### src/rtl/pong_game_ctrl.sv
// Pong game-level sequencer: new-game / play / new-ball / game-over phases,
// remaining-ball count, two-digit BCD score and the frame-tick pause timer.
module pong_game_ctrl #(
    parameter int BALLS      = 3,
    parameter int WAIT_TICKS = 120
) (
    input  logic       clk,
    input  logic       reset,
    input  logic [1:0] btn,
    input  logic [9:0] pix_x,
    input  logic [9:0] pix_y,
    input  logic       hit,
    input  logic       miss,
    output logic       gra_still,
    output logic [3:0] dig0,
    output logic [3:0] dig1,
    output logic [1:0] ball,
    output logic       new_game,
    output logic       game_over
);

    typedef enum logic [1:0] {
        S_NEWGAME = 2'd0,
        S_PLAY    = 2'd1,
        S_NEWBALL = 2'd2,
        S_OVER    = 2'd3
    } state_t;

    localparam logic [1:0] BALLS_L = 2'(BALLS);
    localparam logic [6:0] WAIT_L  = 7'(WAIT_TICKS);

    state_t     state_q, state_d;
    logic [6:0] timer_q, timer_d;
    logic [1:0] ball_q, ball_d;
    logic [3:0] dig0_q, dig0_d;
    logic [3:0] dig1_q, dig1_d;
    logic       hit_prev_q, hit_prev_d;

    logic tick, hit_pulse, pressed, timer_up, timer_load;

    assign tick      = (pix_y == 10'd481) && (pix_x == 10'd0);
    assign hit_pulse = hit & ~hit_prev_q;
    assign pressed   = (btn != 2'b00);
    assign timer_up  = (timer_q == 7'd0);

    // Two-digit BCD increment, wrapping 99 -> 00.
    function automatic logic [7:0] bcd_inc(input logic [3:0] tens, input logic [3:0] units);
        logic [3:0] t, u;
        t = tens;
        u = units;
        if (u == 4'd9) begin
            u = 4'd0;
            t = (t == 4'd9) ? 4'd0 : t + 4'd1;
        end else begin
            u = u + 4'd1;
        end
        return {t, u};
    endfunction

    always_comb begin
        state_d    = state_q;
        ball_d     = ball_q;
        dig0_d     = dig0_q;
        dig1_d     = dig1_q;
        timer_load = 1'b0;
        hit_prev_d = hit;

        case (state_q)
            S_NEWGAME: begin
                if (pressed) begin
                    ball_d  = BALLS_L - 2'd1;
                    state_d = S_PLAY;
                end
            end
            S_PLAY: begin
                if (hit_pulse) begin
                    {dig1_d, dig0_d} = bcd_inc(dig1_q, dig0_q);
                end
                // A hit and a miss on the same cycle both take effect.
                if (miss) begin
                    timer_load = 1'b1;
                    if (ball_q == 2'd0) begin
                        state_d = S_OVER;
                    end else begin
                        ball_d  = ball_q - 2'd1;
                        state_d = S_NEWBALL;
                    end
                end
            end
            S_NEWBALL: begin
                if (timer_up && pressed) begin
                    state_d = S_PLAY;
                end
            end
            S_OVER: begin
                if (timer_up) begin
                    dig0_d  = 4'd0;
                    dig1_d  = 4'd0;
                    ball_d  = BALLS_L;
                    state_d = S_NEWGAME;
                end
            end
            default: state_d = S_NEWGAME;
        endcase

        if (timer_load) begin
            timer_d = WAIT_L;
        end else if (tick && !timer_up) begin
            timer_d = timer_q - 7'd1;
        end else begin
            timer_d = timer_q;
        end
    end

    always_ff @(posedge clk or posedge reset) begin
        if (reset) begin
            state_q    <= S_NEWGAME;
            timer_q    <= 7'd0;
            ball_q     <= BALLS_L;
            dig0_q     <= 4'd0;
            dig1_q     <= 4'd0;
            hit_prev_q <= 1'b0;
        end else begin
            state_q    <= state_d;
            timer_q    <= timer_d;
            ball_q     <= ball_d;
            dig0_q     <= dig0_d;
            dig1_q     <= dig1_d;
            hit_prev_q <= hit_prev_d;
        end
    end

    assign gra_still = (state_q != S_PLAY);
    assign new_game  = (state_q == S_NEWGAME);
    assign game_over = (state_q == S_OVER);
    assign dig0      = dig0_q;
    assign dig1      = dig1_q;
    assign ball      = ball_q;

endmodule

### config.mk
export PLATFORM = sky130hd
export DESIGN_NAME = pong_game_ctrl
export DESIGN_NICKNAME = d
export VERILOG_FILES = /design/src/rtl/pong_game_ctrl.sv
export SDC_FILE = /design/constraint.sdc
export NUM_CORES = 1
export LEC_CHECK = 0
export ABC_AREA = 1
export CAP_MARGIN = 25
export CORE_MARGIN = 1
export CORE_UTILIZATION = 30
export DETAILED_ROUTE_END_ITERATION = 12
export PLACE_DENSITY = 0.58
export SETUP_SLACK_MARGIN = 0.3
export SYNTH_ARGS = -nofsm -noshare
export SYNTH_HDL_FRONTEND = slang
export SYNTH_SLANG_ARGS = --single-unit
### constraint.sdc
create_clock -name clk -period 3.2 [get_ports clk]
set_clock_uncertainty 0.2 [all_clocks]
set_input_delay 0.48 -clock clk [delete_from_list [all_inputs] [get_ports clk]]
set_output_delay 0.48 -clock clk [all_outputs]
set_load 0.02 [all_outputs]
# Word level (Yosys, flattened, before mapping)
# Index checks and enable logic that the tools add are counted.
totals:
  reg_bits: 20
  input_bits: 26
  output_inout_bits: 13
  wordCells: 65
classes:
  addsub: 4
  n_eq_ne: 14
  mux: 23
  n_bitwise: 2
  reduce_logical: 16
op_table:
  columns: ["cell", "n"]
  rows:
  - ["$mux 4", 6]
  - ["$mux 2", 8]
  - ["$pmux 4 s2", 2]
  - ["$mux 7", 2]
  - ["$eq 10x9->1 const B", 1]
  - ["$logic_not 10->1", 1]
  - ["$ne 2x2->1 const B", 5]
  - ["$add 4x1->4 const B", 2]
  - ["$eq 4x4->1 const B", 2]
  - ["$pmux 2 s4", 1]
  - ["$reduce_and 4->1", 2]
  - ["$logic_not 7->1", 1]
  - ["$sub 7x1->7 const B", 1]
  - ["$ne 2x1->1 const B", 3]
  - ["$pmux 2 s3", 1]
  - ["$reduce_bool 2->1", 3]
  - ["$reduce_and 5->1", 1]
  - ["$eq 2x2->1 const B", 2]
  - ["$logic_not 2->1", 2]
  - ["$logic_and 1x1->1", 3]
  - ["$mux 1", 3]
  - ["$reduce_and 3->1", 1]
  - ["$reduce_bool 3->1", 1]
  - ["$eq 2x1->1 const B", 1]
  - ["4 further kinds", 4]

# Depth between registers and ports, before layout
# Gate-level depths: netlist of the first run.
depth:
  ltp_word: 5
  depth_mapped: 10
  mapped_depth_nobuf: 10

# Worst setup path before layout of the first run
# OpenSTA, ideal clock, no wires.
synth_path:
  path_kind: "reg2reg"
  startpoint: "register state_q[0]"
  endpoint: "register dig1_q[1], in the netlist dig1[1]"
  setup_ps: 77
  t_arrival_ps: 1382
  required_ps: 2923
  path_slack_ps: 1541
  path_stages_with_launch: 6
  n_path_buf: 0
  period_less_slack_ps: 1659
  cell_sequence: "dfrtp_1 -> ha_1 -> inv_1 -> nand2_1 -> or2_2 -> o21ai_1"
synth_between:
  elab_chain_len: 3
  word_cells_on_any_way: 8
  classes_between: "eq/ne (5); mux (1); reduce/logical (2)"
synth_lines:
  columns: ["element", "line", "rtl"]
  rows:
  - ["start: declaration", "32", "state_t state_q, state_d;"]
  - ["start signal: assignment", "124", "state_q <= state_d;"]
  - ["$eq 2x2->1 (*)", null, null]
  - ["named net game_over", "19", "output logic game_over"]
  - ["$ne 2x1->1 (no line) / $reduce_bool 2->1 (equally long branches)", null, null]
  - ["$reduce_and 4->1 (no line)", null, null]
  - ["end signal: assignment", "128", "dig1_q <= dig1_d;"]
  - ["end: declaration", "36", "logic [3:0] dig1_q, dig1_d;"]
# Mark *: on every way through the listed nets, which the timed path passes. The rest lies on a longest branch.
# A chain may end at the register's enable or synchronous reset.

# Final worst setup path of the first run
layout_path:
  startpoint: "register state_q[1]"
  endpoint: "output gra_still"
layout_between:
  elab_chain_len: 1
layout_lines:
  columns: ["element", "line", "rtl"]
  rows:
  - ["$ne 2x1->1", "133", "assign gra_still = (state_q != S_PLAY);"]
  - ["end: declaration", "14", "output logic gra_still,"]
# Every way passes these cells.

==> results of run 1 <==
## kinds of logic (layout without fill, tap and decap cells)
| kind of cell | after synthesis | after routing | synth area share |
|---|---|---|---|
| AND/OR/NAND/NOR | 109 | 109 | 0.3719 |
| buffers and inverters | 34 | 75 | 0.08706 |
| flip-flops | 20 | 20 | 0.3398 |
| AO/OA/AOI/OAI | 15 | 15 | 0.07269 |
| adder cells (fa/ha/maj) | 11 | 11 | 0.09298 |
| XOR/XNOR | 6 | 6 | 0.03550 |
## critical path, delay by kind of cell (launching register included)
| family | cells | cell delay [ns] |
|---|---|---|
| adders and majority gates | 1 | 0.28 |
| buffers and inverters | 3 | 0.83 |
| DFF | 1 | 0.39 |
## cell type report
type	count	area [um2]
Fill cell	491	2711
Multi-Input combinational cell	141	848.3
Sequential cell	20	503.0
Timing Repair Buffer	38	380.4
Inverter	33	125.1
Tap cell	67	83.83
Clock buffer	3	41.29
Clock inverter	1	30.03
## through the flow
step | area, um2 | utilization
2_1_floorplan | 1480 | -
3_3_place_gp | 1941 | 0.4109
3_5_place_dp | 1941 | 0.4109
4_1_cts | 2012 | 0.4260
5_1_grt | 2012 | 0.4260
6_report | 2012 | 0.4260
## per-layer routing
| metal | wire length (um) | share of wire |
|---|---|---|
| met5 | 0 | 0 |
| met4 | 42 | 0.014 |
| met3 | 102 | 0.034 |
| met2 | 1519 | 0.50 |
| met1 | 1366 | 0.45 |
## registers in the layout, summed over array words and instances, names as in the netlist
| signal | cells |
|---|---|
| hit_prev_q | 1 |
| dig1 | 4 |
| ball | 2 |
| timer_q | 7 |
| state_q | 2 |
| dig0 | 4 |
## synth_stat cells (all sizes together), types with 2 or more instances
cell | n | area share
nand2 | 58 | 0.17
inv | 32 | 0.081
nand3 | 22 | 0.091
nor2 | 22 | 0.081
dfrtp | 18 | 0.30
ha | 11 | 0.093
o21ai | 11 | 0.047
xor2 | 6 | 0.036
a21oi | 3 | 0.020
nand4 | 3 | 0.013
or2 | 3 | 0.013
dfstp | 2 | 0.036
## power groups by stage
stage                     registers [mW]  logic, mW  clock network (mW)
after detailed placement           0.442      0.901                   0
after global routing               0.452       1.01               0.276
after floorplan                    0.487      0.569                   0
final                              0.433      0.895               0.257
after global placement             0.439      0.895                   0
after CTS                          0.437      0.909               0.266
## worst min path at each step
stage	slack (ns)	to	start	cells after the start
2_1_floorplan	0.24	dig0[0]	reset	1
3_3_place_gp	0.27	ball[1]	ball[1]	2
3_5_place_dp	0.27	ball[1]	ball[1]	2
4_1_cts	0.28	ball[1]	ball[1]	2
5_1_grt	0.30	ball[1]	ball[1]	2
6_report	0.28	ball[1]	ball[1]	2
==> results.cfg, run 1 <==
[power_and_ir_drop]
share_clk_of_total_power = 0.162
internal_pwr_total_mw = 0.8938
power_switching_mw = 0.6918
power.combinational.fraction = 0.565
power.static_leakage_nw = 0.9850
share_seq_of_total_power = 0.273
finalPower_mw = 1.586
power_density_nw_per_um2 = 788.1
worst_ir_drop_vdd_uv = 507.8
power_switching_share = 0.4363

[cts]
cts_sinks = 20
clk_pin_slew_ns = 0.08
cts_tree = built
insertion_delay_ns = 0.26
cts_hold_repair.buffers = 0
ctsRootBufferMaster = sky130_fd_sc_hd__clkbuf_8
post_cts_buffers = 0
level_count_of_the_clock_h_tree = 1
numCtsBuffers = 3
cts_max_path_buffers = 2
postCtsResizedCells = 0

[yosys]
netlist_area_um2 = 1480
postSynthCellCount = 195
mappedNetlistNets = 232
synth_enable_flop_cells = 0
synth_seq_area_share = 0.3398
async_flop_share = 1.000
cell_variety_after_synth = 26
syn-mean-instance-area_um2 = 7.591
synth.yosys.warnings = 0
ys.flop_type = sky130_fd_sc_hd__dfrtp_1
synth-seq-cells = 20

[layout]
num_antenna_cells = 0
area_growth_syn_to_layout_pct = 35.93
mostFrequentLayoutCells = sky130_fd_sc_hd__nand2_1, sky130_fd_sc_hd__clkdlybuf4s50_1, sky130_fd_sc_hd__inv_1
proportion_of_layout_cells_with_a_drive_suffix_above_1 = 0.1441
num-nets-final = 274
final-instance-count-excl-fill = 303
most_common_cell_after_layout_fill_and_taps_aside = sky130_fd_sc_hd__nand2_1

[grt]
grt_met3_use = 0.02083
grt_remaining_overflow = 0
grt_use_met2 = 0.2399
grt_pass1_wl_um = 5457
grt_use_total = 0.1324
initial_antenna_violation_count = 0
grt_start_max_net_pins = 21
met1_usage = 0.1583
grt_busiest_layer = met2
grt_pass1_vias = 1308

[worst_setup_path]
worst_setup_path_endpoint = gra_still
worstPathCellList = inv_1 -> ha_1 -> inv_2 -> clkdlybuf4s50_1
worst-r2r-setup-slack_ns = 1.40
crit_path_start = state_q[1]
critical_path.max_stage_delay_ns = 0.61
crit_path_start_kind = flop
ff2ff_path_depth = 9
worstPathRequired_ns = 2.52
critPathMaxFanout = 6
slowest_stage = sky130_fd_sc_hd__clkdlybuf4s50_1
worstReg2RegStart = timer_q[0]
critPathCaptureType = primary output
r2r-end = state_q[1]
worstSetupPathType = flop to primary output
cp_data_arrival_time_ns = 1.76

[drt]
drcViolationCount = 0
num_vias = 1310
route.detailed.wl_per_inst_um = 10.00
total_iterations_of_the_first_detailed_routing_run = 2
detail-route-antenna-nets = 0
first_iter_violations = 36
viasPerCell = 4.323
finalWirelength_um = 3031

[hold_path]
hold_path.class = flop to flop

[timing]
max_clock_freq_mhz = 409.0
finalHoldWorstSlack_ns = 0.2760
timing_hold_violations_final = 0
setup_tns_ns = 0
worst_slack_ns = 0.7552
grt_setup_unrepaired = false
setup_viol = 0
maxSlewViolCount = 0
max_slew_margin = 0.4770
worst-slew-pin-transition_ns = 0.7836
timing.final.crit_period_ns = 2.445
period_share = 0.7640

[floorplan]
boundaryPins = 39
chipWidth_um = 72.24
die-area_um2 = 5219
starting_density_of_the_core = 0.3134
fp.dieH_um = 72.24
fp.coreArea_um2 = 4723
floorplan.rows = 25

[place]
placed_cells_incl_taps = 299
port_buffers = 38
placed_wire_length_estimate_after_detailed_placement_um = 2363
placement.setup.worst_slack_ns = 1.052
gpl.final_weighted_congestion = 0.6987

[status]
status = finished, final reports clean

[flow_run]
drv.max_cap_violation_count = 0
(Power assumes the default switching activity.)
==> run 2, diff against run 1 <==
--- a/config.mk
+++ b/config.mk
@@ -10,7 +10,7 @@
 export CORE_MARGIN = 1
 export CORE_UTILIZATION = 30
 export DETAILED_ROUTE_END_ITERATION = 12
-export PLACE_DENSITY = 0.58
+export PLACE_DENSITY = 0.6
 export SETUP_SLACK_MARGIN = 0.3
 export SYNTH_ARGS = -nofsm -noshare
 export SYNTH_HDL_FRONTEND = slang
==> constraint.sdc (replaced) <==
create_clock -name clk -period 2.2 [get_ports clk]
set_clock_uncertainty 0.2 [all_clocks]
set_input_delay 0.33 -clock clk [delete_from_list [all_inputs] [get_ports clk]]
set_output_delay 0.33 -clock clk [all_outputs]
set_load 0.02 [all_outputs]
==> results.cfg, run 2 (synthesis gave the netlist of run 1 again) <==
[worst_setup_path]
critical_path.max_stage_delay_ns = 0.63
slowest_stage = sky130_fd_sc_hd__clkdlybuf4s50_1
critical_path_buf_inv_count = 1
worst-r2r-setup-slack_ns = 0.42
worstReg2RegStart = timer_q[0]
r2r-end = state_q[0]
timing.critical_path.max_delay_family = buffers and inverters
critPathCaptureType = primary output
crit_path_start = dig0[2]
crit_path_start_kind = flop
ff2ff_path_depth = 9
worstSetupPathType = flop to primary output
critPathMaxFanout = 4
worstPathCellList = clkdlybuf4s50_1
worstPathRequired_ns = 1.67
cp_data_arrival_time_ns = 1.31

[drt]
drcViolationCount = 0
detail-route-antenna-nets = 0
first_iter_violations = 32
route.detailed.wl_per_inst_um = 9.928
viasPerCell = 4.230
total_iterations_of_the_first_detailed_routing_run = 2
finalWirelength_um = 3028
num_vias = 1290

[layout]
layout.cell_area.non_filler_um2 = 2047
proportion_of_layout_cells_with_a_drive_suffix_above_1 = 0.1723
area_used_by_multi_input_combinational_logic_um2 = 873.3
num_antenna_cells = 0
layout.area.seq_um2 = 504.2
area_growth_syn_to_layout_pct = 38.29
mostFrequentLayoutCells = sky130_fd_sc_hd__nand2_1, sky130_fd_sc_hd__inv_1, sky130_fd_sc_hd__clkdlybuf4s50_1
num-nets-final = 276
nFillCells = 464
largest_register_ffs = 7
most_common_cell_after_layout_fill_and_taps_aside = sky130_fd_sc_hd__nand2_1
regMostFlops = timer_q

[cts]
numCtsBuffers = 3
insertion_delay_ns = 0.27
clk_pin_slew_ns = 0.08
cts_tree = built
level_count_of_the_clock_h_tree = 1
post_cts_buffers = 0
ctsRootBufferMaster = sky130_fd_sc_hd__clkbuf_8
cts_max_path_buffers = 2
cts_hold_repair.buffers = 0
cts_sinks = 20

[grt]
grt_remaining_overflow = 0
met1_usage = 0.1662
grt_busiest_layer = met2
grt_pass1_wl_um = 5292
grt_start_max_net_pins = 21
initial_antenna_violation_count = 0
grt_use_met2 = 0.2108
grt_pass1_vias = 1247
grt_met3_use = 0.02083
grt_use_total = 0.1263

[timing]
setup_viol = 0
maxSlewViolCount = 0
max_clock_freq_mhz = 544.2
setup_tns_ns = 0
max_slew_margin = 0.6788
finalHoldWorstSlack_ns = 0.1868
period_share = 0.8353
worst_slack_ns = 0.3623
timing_hold_violations_final = 0
worst-slew-pin-transition_ns = 0.4807
grt_setup_unrepaired = false
timing.final.crit_period_ns = 1.838

[floorplan]
boundaryPins = 39
fp.dieH_um = 72.24
die-area_um2 = 5219
chipWidth_um = 72.24
floorplan.rows = 25
fp.coreArea_um2 = 4723
starting_density_of_the_core = 0.3134

[power_and_ir_drop]
finalPower_mw = 2.289
power_density_nw_per_um2 = 1118
power.static_leakage_nw = 1.043
worst_ir_drop_vdd_uv = 658.6

[flow_run]
drv.max_cap_violation_count = 0

[hold_path]
hold_path.class = input pin to async pin

[place]
placed_cell_area_um2 = 1956
placed_wire_length_estimate_after_detailed_placement_um = 2326
gpl.final_weighted_congestion = 0.7358
port_buffers = 38
placement.setup.worst_slack_ns = 0.2124

[status]
status = finished, final reports clean
## run 2: metal layers
metal  up-vias  part of all wire
met5         -                 0
met4         0             0.011
met3         4             0.033
met2        18              0.48
met1       576              0.47
li1        692                 -
## run 2: where the power goes
part           leakage [nW]  internal, mW  switching, mW
combinational         0.763         0.532          0.739
sequential            0.244         0.503          0.134
clock                0.0357         0.243          0.137
total                  1.04          1.28           1.01
## run 2: how the worst max path moves through the flow
stage                 endpoint  slack (ns)  cells after the start
floorplan              dig1[1]        0.54                      5
global placement     gra_still        0.25                      4
detailed placement   gra_still        0.21                      4
CTS                  gra_still        0.17                      4
global route        state_q[0]        0.29                      9
finish                 dig0[2]        0.36                      1
## run 2: repair_timing
item                       CTS  global route
setup endpoints to repair    5            10
gates resized for setup      5            12
pin swaps                    0             1
## run 2: worst register-to-register path, stage by stage (launching register included)
cell and delay, ns:
sky130_fd_sc_hd__dfrtp_1 0.39, sky130_fd_sc_hd__inv_1 0.16, sky130_fd_sc_hd__ha_4 0.19, sky130_fd_sc_hd__inv_2 0.04
sky130_fd_sc_hd__nor2_2 0.11, sky130_fd_sc_hd__nand3_4 0.12, sky130_fd_sc_hd__a21oi_4 0.26, sky130_fd_sc_hd__nand2_2 0.09
sky130_fd_sc_hd__nand2_1 0.06, sky130_fd_sc_hd__nand2_1 0.05
## run 2: cell type report
cell class	instances	share of cell area
clock inverter	1	0.01467
sequential	20	0.2463
multi-input combinational	141	0.4267
tap	67	0.04095
inverter	33	0.06112
timing repair buffer	40	0.1901
clock buffer	3	0.02017
## run 2: per-stage QoR
| stage | instances | utilization |
|---|---|---|
| 2_1_floorplan | 195 | - |
| 3_3_place_gp | 301 | 0.4140 |
| 3_5_place_dp | 301 | 0.4140 |
| 4_1_cts | 305 | 0.4278 |
| 5_1_grt | 305 | 0.4334 |
| 6_report | 305 | 0.4334 |
==> run 3, diff against run 2 <==
--- a/config.mk
+++ b/config.mk
@@ -10,7 +10,7 @@
 export CORE_MARGIN = 1
 export CORE_UTILIZATION = 30
 export DETAILED_ROUTE_END_ITERATION = 12
-export PLACE_DENSITY = 0.6
+export PLACE_DENSITY = 0.58
 export SETUP_SLACK_MARGIN = 0.3
 export SYNTH_ARGS = -nofsm -noshare
 export SYNTH_HDL_FRONTEND = slang
==> constraint.sdc (replaced) <==
create_clock -name clk -period 1.7 [get_ports clk]
set_clock_uncertainty 0.2 [all_clocks]
set_input_delay 0.255 -clock clk [delete_from_list [all_inputs] [get_ports clk]]
set_output_delay 0.255 -clock clk [all_outputs]
set_load 0.02 [all_outputs]
==> results.cfg, run 3 (synthesis gave the netlist of run 1 again) <==
[status]
status = finished, final reports clean

[drt]
first_iter_violations = 52
finalWirelength_um = 3373
num_vias = 1415
route.detailed.wl_per_inst_um = 10.28
total_iterations_of_the_first_detailed_routing_run = 4
detail-route-antenna-nets = 0
viasPerCell = 4.314
drcViolationCount = 0

[layout]
num_antenna_cells = 0
area_growth_syn_to_layout_pct = 60.19
final-instance-count-excl-fill = 328
largest_register_ffs = 7
most_common_cell_after_layout_fill_and_taps_aside = sky130_fd_sc_hd__nand2_1
layout.cell_area.non_filler_um2 = 2371
regMostFlops = timer_q
num-nets-final = 299
mostFrequentLayoutCells = sky130_fd_sc_hd__nand2_1, sky130_fd_sc_hd__clkdlybuf4s50_1, sky130_fd_sc_hd__inv_1
proportion_of_layout_cells_with_a_drive_suffix_above_1 = 0.4061
finalCoreUtilization = 0.5020

[floorplan]
chipWidth_um = 72.24
starting_density_of_the_core = 0.3134
fp.dieH_um = 72.24
die-area_um2 = 5219
floorplan.rows = 25
boundaryPins = 39
fp.coreArea_um2 = 4723

[grt]
initial_antenna_violation_count = 0
grt_pass1_wl_um = 5940
grt_start_max_net_pins = 21
grt_use_total = 0.1401
grt_remaining_overflow = 0
grt_pass1_vias = 1441

[worst_setup_path]
critPathCaptureType = flop
cp_data_arrival_time_ns = 1.60
crit_path_start_kind = flop
worstSetupPathType = flop to flop
critPathMaxFanout = 5
worstPathRequired_ns = 1.65
critical_path.max_stage_delay_ns = 0.42
critical_path_buf_inv_count = 4
slowest_stage = sky130_fd_sc_hd__dfrtp_1
timing.critical_path.max_delay_family = flip-flops
worstPathCellList = inv_2 -> ha_4 -> inv_6 -> buf_6 -> a21oi_4 -> nor2_4 -> nand2_4 -> clkinv_4 -> nand2_2 -> o21ai_1

[cts]
level_count_of_the_clock_h_tree = 1
insertion_delay_ns = 0.26
cts_hold_repair.buffers = 0
cts_max_path_buffers = 2
cts_sinks = 20
clk_pin_slew_ns = 0.08
ctsRootBufferMaster = sky130_fd_sc_hd__clkbuf_8
cts_tree = built
numCtsBuffers = 3

[power_and_ir_drop]
power.combinational.fraction = 0.639
power.static_leakage_nw = 1.159
worst_ir_drop_vdd_uv = 1084
share_clk_of_total_power = 0.133
power_switching_mw = 1.549
power_density_nw_per_um2 = 1525
power_switching_share = 0.4286
share_seq_of_total_power = 0.228
internal_pwr_total_mw = 2.065

[place]
gpl.final_weighted_congestion = 0.7428
placed_wire_length_estimate_after_detailed_placement_um = 2469
port_buffers = 38
placed_cell_area_um2 = 2117
placed_cells_incl_taps = 309

[timing]
grt_setup_unrepaired = true
setup_viol = 0
timing_hold_violations_final = 0
timing.final.crit_period_ns = 1.644
max_clock_freq_mhz = 608.2
maxSlewViolCount = 0
period_share = 0.9673
worst-slew-pin-transition_ns = 0.2767
setup_tns_ns = 0
max_slew_margin = 0.8155

[flow_run]
drv.max_cap_violation_count = 0

[hold_path]
hold_path.class = input pin to async pin
## run 3: cell types whose count changed in the layout (fill, tap and decap cells not counted), moves of 6 or more
cell / before / now
sky130_fd_sc_hd__buf_2: 0 / 7
sky130_fd_sc_hd__buf_4: 2 / 20
sky130_fd_sc_hd__buf_6: 0 / 9
sky130_fd_sc_hd__inv_1: 30 / 24
sky130_fd_sc_hd__nand2_1: 51 / 42
sky130_fd_sc_hd__nand2_2: 4 / 12
sky130_fd_sc_hd__nand3_1: 20 / 14
sky130_fd_sc_hd__nand3_2: 0 / 6
## run 3: through the flow
stage	power, mW	setup WS, ns	hold slack (ns)
6_report	3.615	0.05567	0.1269
5_1_grt	3.922	-0.01500	0.1488
4_1_cts	3.504	0.07253	0.1316
3_5_place_dp	2.834	-0.06757	0.2727
3_3_place_gp	2.805	-0.06162	0.2592
2_1_floorplan	2.176	0.1766	0.01714
## run 3: what timing repair did
item / in CTS / in global routing
cloned: 0 / 0
gates resized for setup: 62 / 29
endpoints found under the setup margin: 32 / 28
pin swaps: 7 / 11
buffers inserted: 12 / 3
## run 3: power groups by stage
stage	Combinational, mW	Sequential, mW	Clock (mW)
6_report	2.31	0.823	0.482
5_1_grt	2.55	0.850	0.520
4_1_cts	2.18	0.820	0.499
3_5_place_dp	1.99	0.840	0
3_3_place_gp	1.96	0.840	0
2_1_floorplan	1.23	0.942	0
## run 3: area by class of cell
cell class	instances	area, um2
clock buffer	3	41.29
clock inverter	1	30.03
fill	459	2352
inverter	33	136.4
multi-input combinational	141	1011
sequential	20	506.7
tap	67	83.83
timing repair buffer	63	561.8
## run 3: worst paths after layout
kind                            start    endpoint  slack [ns]  cells past startpoint
min in group clk              ball[1]     ball[1]        0.29                      2
min                             reset  timer_q[3]        0.13                      3
max                        state_q[1]     dig0[1]        0.06                     10
min reg2reg                   ball[1]     ball[1]        0.29                      2
max in group asynchronous       reset     ball[1]        0.90                      3
max reg2reg                state_q[1]     dig0[1]        0.06                     10
## run 3: per-layer routing
metal,vias up,GRT usage,share of wire
met1,661,0.1645,0.43
met2,14,0.2638,0.54
met5,-,0,0
met3,0,0.03333,0.029
met4,0,0.01743,0
li1,740,-,-
## run 3: worst register-to-register path, cell delays in order (launching register included)
cell and delay, ns:
sky130_fd_sc_hd__dfrtp_1 0.42, sky130_fd_sc_hd__inv_2 0.12, sky130_fd_sc_hd__ha_4 0.17, sky130_fd_sc_hd__inv_6 0.03, sky130_fd_sc_hd__buf_6 0.12, sky130_fd_sc_hd__a21oi_4 0.15
sky130_fd_sc_hd__nor2_4 0.05, sky130_fd_sc_hd__nand2_4 0.08, sky130_fd_sc_hd__clkinv_4 0.08, sky130_fd_sc_hd__nand2_2 0.06, sky130_fd_sc_hd__o21ai_1 0.05
